<file path="config.mk">
export PLATFORM = sky130hd
export DESIGN_NAME = spi_master
export DESIGN_NICKNAME = d
export VERILOG_FILES = /design/src/rtl/spi_master.sv
export SDC_FILE = /design/constraint.sdc
export NUM_CORES = 1
export LEC_CHECK = 0
export BUFFER_PORTS_ARGS = -buffer_cell sky130_fd_sc_hd__clkbuf_2
export CORE_ASPECT_RATIO = 0.75
export CORE_MARGIN = 2
export CORE_UTILIZATION = 50
export DETAILED_ROUTE_END_ITERATION = 8
export PLACE_DENSITY = 0.71
export SYNTH_ARGS = -nofsm -noshare
export SYNTH_HDL_FRONTEND = slang
export SYNTH_SLANG_ARGS = --single-unit
</file>
<file path="constraint.sdc">
create_clock -name clk -period 3.08 [get_ports clk]
set_input_delay 0.462 -clock clk [delete_from_list [all_inputs] [get_ports clk]]
set_output_delay 0.462 -clock clk [all_outputs]
set_load 0.005 [all_outputs]
</file>
<file path="src/rtl/spi_master.sv">
// SPI bus initiator: one DATA_W-bit full-duplex word per start/done handshake.
// The SPI mode is fixed by CPOL/CPHA. scl is clk divided by 2*CLK_DIV.
// Ports:
//   clk, rstn        system clock, asynchronous active-low reset
//   start, tx_data   transfer request and word to send (taken in IDLE only)
//   busy, done       busy from the cycle after acceptance; done is a 1-cycle pulse
//   rx_data          last received word, updated together with done
//   ss, scl, mosi    registered bus outputs (ss active low)
//   miso             serial data in
module spi_master #(
  parameter int unsigned CPOL    = 1,
  parameter int unsigned CPHA    = 1,
  parameter int unsigned DATA_W  = 8,
  parameter int unsigned CLK_DIV = 2
) (
  input  logic              clk,
  input  logic              rstn,
  input  logic              start,
  input  logic [DATA_W-1:0] tx_data,
  output logic              busy,
  output logic              done,
  output logic [DATA_W-1:0] rx_data,
  output logic              ss,
  output logic              scl,
  output logic              mosi,
  input  logic              miso
);

  localparam int unsigned DIV_W  = $clog2(CLK_DIV + 1);
  localparam int unsigned EDGE_W = $clog2(2 * DATA_W + 1);
  localparam logic [DIV_W-1:0]  DIV_LAST  = DIV_W'(CLK_DIV - 1);
  localparam logic [EDGE_W-1:0] EDGE_LAST = EDGE_W'(2 * DATA_W);
  localparam logic [EDGE_W-1:0] EDGE_ONE  = EDGE_W'(1);
  localparam logic              IDLE_LVL  = 1'(CPOL);
  // Odd (leading) edges are sampling edges when CPHA=0.
  localparam logic              SAMPLE_ODD = (CPHA == 0);

  typedef enum logic [2:0] {
    S_IDLE,
    S_LEAD,
    S_XFER,
    S_TRAIL,
    S_GAP
  } state_t;

  state_t              state_q, state_d;
  logic [DIV_W-1:0]    div_q, div_d;
  logic [EDGE_W-1:0]   edge_q, edge_d;
  logic [DATA_W-1:0]   tx_q, tx_d;
  logic [DATA_W-1:0]   rx_sh_q, rx_sh_d;
  logic [DATA_W-1:0]   rx_q, rx_d;
  logic                ss_q, ss_d;
  logic                scl_q, scl_d;
  logic                mosi_q, mosi_d;
  logic                busy_q, busy_d;
  logic                done_q, done_d;

  logic                tick;
  logic                do_edge;
  logic [EDGE_W-1:0]   edge_num;
  logic                is_sample;
  logic                launch_ok;

  // State and datapath registers.
  always_ff @(posedge clk or negedge rstn) begin
    if (!rstn) begin
      state_q <= S_IDLE;
      div_q   <= '0;
      edge_q  <= '0;
      tx_q    <= '0;
      rx_sh_q <= '0;
      rx_q    <= '0;
      ss_q    <= 1'b1;
      scl_q   <= IDLE_LVL;
      mosi_q  <= 1'b0;
      busy_q  <= 1'b0;
      done_q  <= 1'b0;
    end else begin
      state_q <= state_d;
      div_q   <= div_d;
      edge_q  <= edge_d;
      tx_q    <= tx_d;
      rx_sh_q <= rx_sh_d;
      rx_q    <= rx_d;
      ss_q    <= ss_d;
      scl_q   <= scl_d;
      mosi_q  <= mosi_d;
      busy_q  <= busy_d;
      done_q  <= done_d;
    end
  end

  // Next-state, scl edge generation and shift logic.
  always_comb begin
    state_d   = state_q;
    div_d     = div_q + DIV_W'(1);
    edge_d    = edge_q;
    tx_d      = tx_q;
    rx_sh_d   = rx_sh_q;
    rx_d      = rx_q;
    ss_d      = ss_q;
    scl_d     = scl_q;
    mosi_d    = mosi_q;
    busy_d    = busy_q;
    done_d    = 1'b0;
    do_edge   = 1'b0;
    tick      = (div_q == DIV_LAST);
    edge_num  = edge_q + EDGE_ONE;
    is_sample = (edge_num[0] == SAMPLE_ODD);
    // CPHA=0 skips the final trailing edge; CPHA=1 skips the first leading
    // edge because the MSB is already on mosi from acceptance.
    launch_ok = (CPHA == 0) ? (edge_num != EDGE_LAST) : (edge_num != EDGE_ONE);

    case (state_q)
      S_IDLE: begin
        div_d = '0;
        if (start) begin
          state_d = S_LEAD;
          tx_d    = tx_data;
          rx_sh_d = '0;
          edge_d  = '0;
          ss_d    = 1'b0;
          busy_d  = 1'b1;
          mosi_d  = tx_data[DATA_W-1];
        end
      end
      S_LEAD: begin
        if (tick) begin
          div_d   = '0;
          do_edge = 1'b1;
          state_d = S_XFER;
        end
      end
      S_XFER: begin
        if (tick) begin
          div_d   = '0;
          do_edge = 1'b1;
          if (edge_num == EDGE_LAST) state_d = S_TRAIL;
        end
      end
      S_TRAIL: begin
        if (tick) begin
          div_d   = '0;
          state_d = S_GAP;
          ss_d    = 1'b1;
          done_d  = 1'b1;
          busy_d  = 1'b0;
          rx_d    = rx_sh_q;
          tx_d    = '0;
          mosi_d  = 1'b0;
        end
      end
      S_GAP: begin
        if (tick) begin
          div_d   = '0;
          state_d = S_IDLE;
        end
      end
      default: state_d = S_IDLE;
    endcase

    // An scl edge either captures miso or advances the tx word.
    if (do_edge) begin
      scl_d  = ~scl_q;
      edge_d = edge_num;
      if (is_sample) begin
        rx_sh_d = {rx_sh_q[DATA_W-2:0], miso};
      end else if (launch_ok) begin
        tx_d   = {tx_q[DATA_W-2:0], 1'b0};
        mosi_d = tx_q[DATA_W-2];
      end
    end
  end

  assign busy    = busy_q;
  assign done    = done_q;
  assign rx_data = rx_q;
  assign ss      = ss_q;
  assign scl     = scl_q;
  assign mosi    = mosi_q;

endmodule

</file>
==> results of run 1 <==
## final cells by class
cell class / count / share of cell area
Multi-Input combinational cell: 102 / 0.365
Clock inverter: 3 / 0.0197
Sequential cell: 38 / 0.470
Clock buffer: 5 / 0.0339
Timing Repair Buffer: 24 / 0.0591
Inverter: 15 / 0.0277
Tap cell: 40 / 0.0246
## sequential cells by signal (all words and copies together) (netlist names)
register / flops
rx_data: 8
rx_sh_q: 8
tx_q: 7
edge_q: 5
state_q: 3
div_q: 2
busy: 1
done: 1
mosi: 1
scl: 1
ss: 1
## power by group through the flow
stage               registers, mW  clock network [mW]  logic (mW)
floorplan                   0.762                   0       0.580
global placement            0.830                   0       0.640
detailed placement          0.841                   0       0.668
CTS                         0.833               0.423       0.679
global route                0.855               0.444       0.746
finish                      0.834               0.412       0.671
## logic make-up after synthesis
logic type,count (synthesis),synth area share
DFF,38,0.531
muxes,11,0.0676
xor gates and xnor gates,5,0.0286
buffers and inverters,23,0.0564
AOI/OAI and AO/OA,37,0.146
and+or+nand+nor,44,0.136
adders and majority gates,5,0.0348
## per-layer routing
| metal | vias to the layer above | share of wire |
|---|---|---|
| met3 | 4 | 0.037 |
| met5 | - | 0 |
| met4 | 0 | 0.0084 |
| met1 | 577 | 0.46 |
| met2 | 24 | 0.49 |
| li1 | 609 | - |
## final timing paths
kind,start,end,slack (ns),depth (start not counted)
worst max-delay path,edge_q[0],tx_q[2],0.81,5
worst min-delay path,rstn,rx_sh_q[4],0.29,1
min in group clk,miso,rx_sh_q[0],0.39,3
max in group asynchronous,rstn,tx_q[3],2.23,1
worst min register to register,div_q[0],div_q[0],0.46,1
worst max register to register,edge_q[0],tx_q[2],0.81,5
## cell usage in the layout, fill, tap and decap left out, types with 2 or more instances in the layout
cell,instances
dfrtp_1,36
clkbuf_2,24
nand3_1,19
inv_1,15
o21ai_0,12
nand2_1,11
mux2_2,9
o21ai_1,8
a22o_1,7
ha_1,5
clkbuf_8,5
nor2_1,4
xor2_1,3
nand3b_1,3
a21o_1,2
o21a_1,2
mux2i_1,2
clkinv_2,2
dfstp_2,2
## worst reg2reg max path, delay by kind of cell, from the launching register on
| kind | cells | cell delay (ns) |
|---|---|---|
| and+or+nand+nor | 1 | 0.09 |
| AOI/OAI and AO/OA | 2 | 0.79 |
| adders and majority gates | 1 | 0.31 |
| muxes | 1 | 0.40 |
| DFF | 1 | 0.57 |
==> run metrics, run 1 <==
# nets final=203; Final Core Density=0.605; Fillers=282; Longest Clk Path Bufs=2; # DRC=0; IO Port Bufs=24; status=completed; number of synthesized flops with an enable pin=0; critical path class=reg2reg; Setup crit start kind=flip-flop; met3 usage=0.0489; endpoint type of the worst setup path=flip-flop; Clock Sink Count=38; first-pass GRT wire length=5390 um; Fin. Hold Viols=0; Flop pwr share=0.435; fin crit share=0.736; Final ANT Viol Nets=0; crit path cell chain=ha_1, nor3_1, a41o_1, a311oi_4, mux2_2; dpl hpwl=2220 um; WL/cell=14.2 um; RSZ-0062 raised after global routing=no; DRT Pass-1 Iters=7; worst vdd ir=0.000616 V; leading area contributor after synthesis=dfrtp_1; H-tree depth=2; FFs w/ async S/R, synth=1.00; vias=1,214; cell with the most instances after synthesis=dfrtp_1; final setup margin=0.812 ns; share of cells above drive strength 1=0.257; crit-path max FO=10; critical path arrival=2.44 ns; Die H=55.9 um; top-area cell type share of the netlist area=0.501; pin count of the biggest net entering global routing=39; worst skew pair latency=0.29 ns; Slew Limit Headroom=0.395; Tmin final=2.27 ns; Critical Path RT=3.25 ns; Vias/cell=5.35; Total Power Consumption=1.92 mW; Syn Std Cell Area=1800 sq um; Synth top cells by count=dfrtp_1, nand3_1, inv_1; f_max=441 MHz; Root Buffer=clkbuf_8; net switching power figure=0.686 mW; register area=953 sq um; Non-Filler Instances=227; Core Region=3360 sq um; PD cells=944 nW/um^2; Resize count post-CTS=0; GRT met2 Usage=0.286; synthesized flop and latch total=38; io pins=25; Tot GR Track Use=0.174; die footprint=4090 sq um; slowest CP cell=dfrtp_1; sequential area share after synthesis=0.531; Buffers & Inverters on Critical Path=0; part of the power in the clock network=0.215; Top FF cell, synth=dfrtp_1; FP Rows=18; max cap viols=0; Top delay family on crit path=compound AO/OA/AOI/OAI gates; Total Neg Setup Slack=0 ns; Avg Inst Size Synth=11.0 sq um; CP max stage delay=0.57 ns; Comb power frac=0.350; Finished Cell Area=2030 sq um; hold_buf cts=0; Die X=73.2 um; met1 Use GR=0.210; initial antenna violation count=0; CTS tree=done; DRT Wirelength=3230 um; top post-synthesis cells by area=dfrtp_1, mux2_2, nand3_1; dpl ws=0.855 ns; Slew @ Worst Pin=0.908 ns; Max Slew Vio Count=0; placed inst area=1920 sq um; starting density of the core=0.535; TritonCTS Buffers=5; vias in the first global route=1,205; placed instance count=219; Area Growth Syn to Fin=13.0%; unique cell type count in the Yosys netlist=34; Synth Instances=163; Clock Skew=0.00679 ns; Post-CTS Setup Repair Bufs=0; hold slack=0.294 ns; Ant. Diodes=0; Iter 0 DRT Violations=63; gr busiest metal=met2; synth warn=0; Multi-input gate area=742 sq um; syn nets=180; GP Congestion=0.819; overflow left after global routing=0; final number of setup-violating endpoints=0; Clk pin slew, worst setup/hold paths=0.08 ns; Power Internal=1.23 mW; hold crit path type=in2async; switching share of total power=0.358; Static Leakage=0.967 nW
No activity file was read; power rests on OpenSTA's default activity.
==> inputs of run 2 (changes only) <==
Clock period 3.08 ns to 2.34 ns, I/O delays scaled along.
==> run 2 against run 1 <==
  * First-iteration DRC count rose by 7.9%
  * Clock skew rose by 0.0055 ns
  * Critical endpoint unchanged
  * Via count rose by 2.5%
  * Hold slack got worse by 0.11 ns
  * Sequential share of layout area fell by 0.68 points
  * Combinational power rose by 38%
  * Clock power rose by 38%
  * Sequential power rose by 27%
  * Largest cell class unchanged
  * Register-to-register slack got worse by 0.68 ns
  * Highest routed layer unchanged
  * Clock-buffer cell count rose by 2
  * Critical path type unchanged
==> run metrics, run 2 (synthesis results as in run 1) <==
vias=1,244 (+2.5%); WL/cell=13.3 um (-6.4%); gr busiest metal=met2; hold slack=0.181 ns (-0.113 ns); Clk pin slew, worst setup/hold paths=0.08 ns (about the same); PD cells=1240 nW/um^2 (+31%); Ant. Diodes=0 (unchanged); Setup crit start kind=flip-flop; io pins=25 (unchanged); Die X=73.2 um (unchanged); Flop pwr share=0.414 (-0.021); Slew Limit Headroom=0.396 (+0.00109); critical path arrival=2.38 ns (-0.06 ns); hold_buf cts=0 (unchanged); placed instance count=222 (+1.4%); FP Rows=18 (unchanged); DRT Pass-1 Iters=4 (-3); overflow left after global routing=0 (unchanged); met3 usage=0.0435 (-0.00543); Vias/cell=5.41 (+1.1%); Max Slew Vio Count=0 (unchanged); H-tree depth=2 (unchanged); Longest Clk Path Bufs=2 (unchanged); Power Internal=1.68 mW (+36%); die footprint=4090 sq um (unchanged); most frequent cells in the layout=dfrtp_1, clkbuf_2, nand3_1; critical path class=reg2reg; dpl hpwl=2250 um (+1.0%); f_max=452 MHz (+2.5%); fin crit share=0.945 (+0.209); share of cells above drive strength 1=0.263 (+0.00647); Iter 0 DRT Violations=68 (+7.9%); worst skew pair latency=0.29 ns (about the same); Critical Path RT=2.51 ns (-0.74 ns); Tot GR Track Use=0.167 (-0.00705); Tmin final=2.21 ns (-0.0560 ns); Resize count post-CTS=0 (unchanged); hold crit path type=in2async; TritonCTS Buffers=5 (unchanged); Total Neg Setup Slack=0 ns (unchanged); Core Region=3360 sq um (unchanged); IO Port Bufs=24 (unchanged); part of the power in the clock network=0.222 (+0.007); Comb power frac=0.364 (+0.014); Final Core Density=0.614 (+0.00895); status=completed; Slew @ Worst Pin=0.907 ns (-0.00163 ns); # nets final=206 (+1.5%); crit-path max FO=10 (unchanged); RSZ-0062 raised after global routing=no; vias in the first global route=1,192 (-1.1%); Fillers=282 (unchanged); Clock Sink Count=38 (unchanged); Static Leakage=0.982 nW (+1.6%); net switching power figure=0.880 mW (+28%); endpoint type of the worst setup path=flip-flop; GP Congestion=0.831 (+1.4%); Non-Filler Instances=230 (+1.3%); met1 Use GR=0.218 (+0.00749); commonest non-fill, non-tap cell in the layout=dfrtp_1; pin count of the biggest net entering global routing=39 (unchanged); Area Growth Syn to Fin=14.7%; Die H=55.9 um (unchanged); Clock Skew=0.0123 ns (+0.00554 ns); Final ANT Viol Nets=0 (unchanged); max cap viols=0 (unchanged); starting density of the core=0.535 (unchanged); DRT Wirelength=3060 um (-5.2%); initial antenna violation count=0 (unchanged); worst vdd ir=0.000598 V (-2.8%); first-pass GRT wire length=5180 um (-3.8%); switching share of total power=0.344 (-0.0133); Fin. Hold Viols=0 (unchanged); Post-CTS Setup Repair Bufs=0 (unchanged); Root Buffer=clkbuf_8; # DRC=0 (unchanged); GRT met2 Usage=0.251 (-0.0347); final number of setup-violating endpoints=0 (unchanged); CTS tree=done
[run 2: cell types whose count changed in the layout (fill, tap and decap cells not counted), sizes merged]
cell,before,now
clkbuf,29,31
clkinv,2,0
buf,0,3
[run 2: layout make-up]
cell class,instances,area (sq um),area share
Clock inverter,1,30.0,0.0146
Tap cell,40,50.0,0.0243
Inverter,15,56.3,0.0273
Multi-Input combinational cell,102,742,0.360
Sequential cell,38,953,0.463
Clock buffer,7,86.3,0.0419
Timing Repair Buffer,27,143,0.0692
[run 2: metal layers]
| layer | wire [um] | part of all wire |
|---|---|---|
| met4 | 76 | 0.025 |
| met5 | 0 | 0 |
| met3 | 99 | 0.032 |
| met2 | 1430 | 0.47 |
| met1 | 1450 | 0.47 |
[run 2: power groups by stage]
| stage | combinational (mW) | sequential [mW] | clock (mW) |
|---|---|---|---|
| finish | 0.929 | 1.06 | 0.567 |
| global route | 1.04 | 1.09 | 0.613 |
| CTS | 0.944 | 1.06 | 0.589 |
| detailed placement | 0.937 | 1.07 | 0 |
| global placement | 0.902 | 1.06 | 0 |
| floorplan | 0.763 | 1.00 | 0 |
[run 2: worst max-delay path: stages (launching register included)]
cell,delay (ns)
dfrtp_1,0.55
ha_1,0.30
nor3_1,0.06
a41o_1,0.25
a311oi_4,0.54
mux2_2,0.40
[run 2: worst paths after layout]
path,start,endpoint,slack (ns),cells after the start
max,edge_q[0],tx_q[2],0.13,5
min,rstn,rx_sh_q[4],0.18,1
max reg2reg,edge_q[0],tx_q[2],0.13,5
min reg2reg,div_q[0],div_q[0],0.46,1
max in group asynchronous,rstn,tx_q[1],1.59,1
min in group clk,miso,rx_sh_q[0],0.29,3
[run 2: metrics by stage]
stage	power [mW]	cell area, sq um	worst slack, ns
finish	2.56	2060	0.128
global route	2.74	2060	0.0159
CTS	2.60	2060	0.123
detailed placement	2.01	1940	0.138
global placement	1.96	1940	0.254
floorplan	1.77	1800	0.429
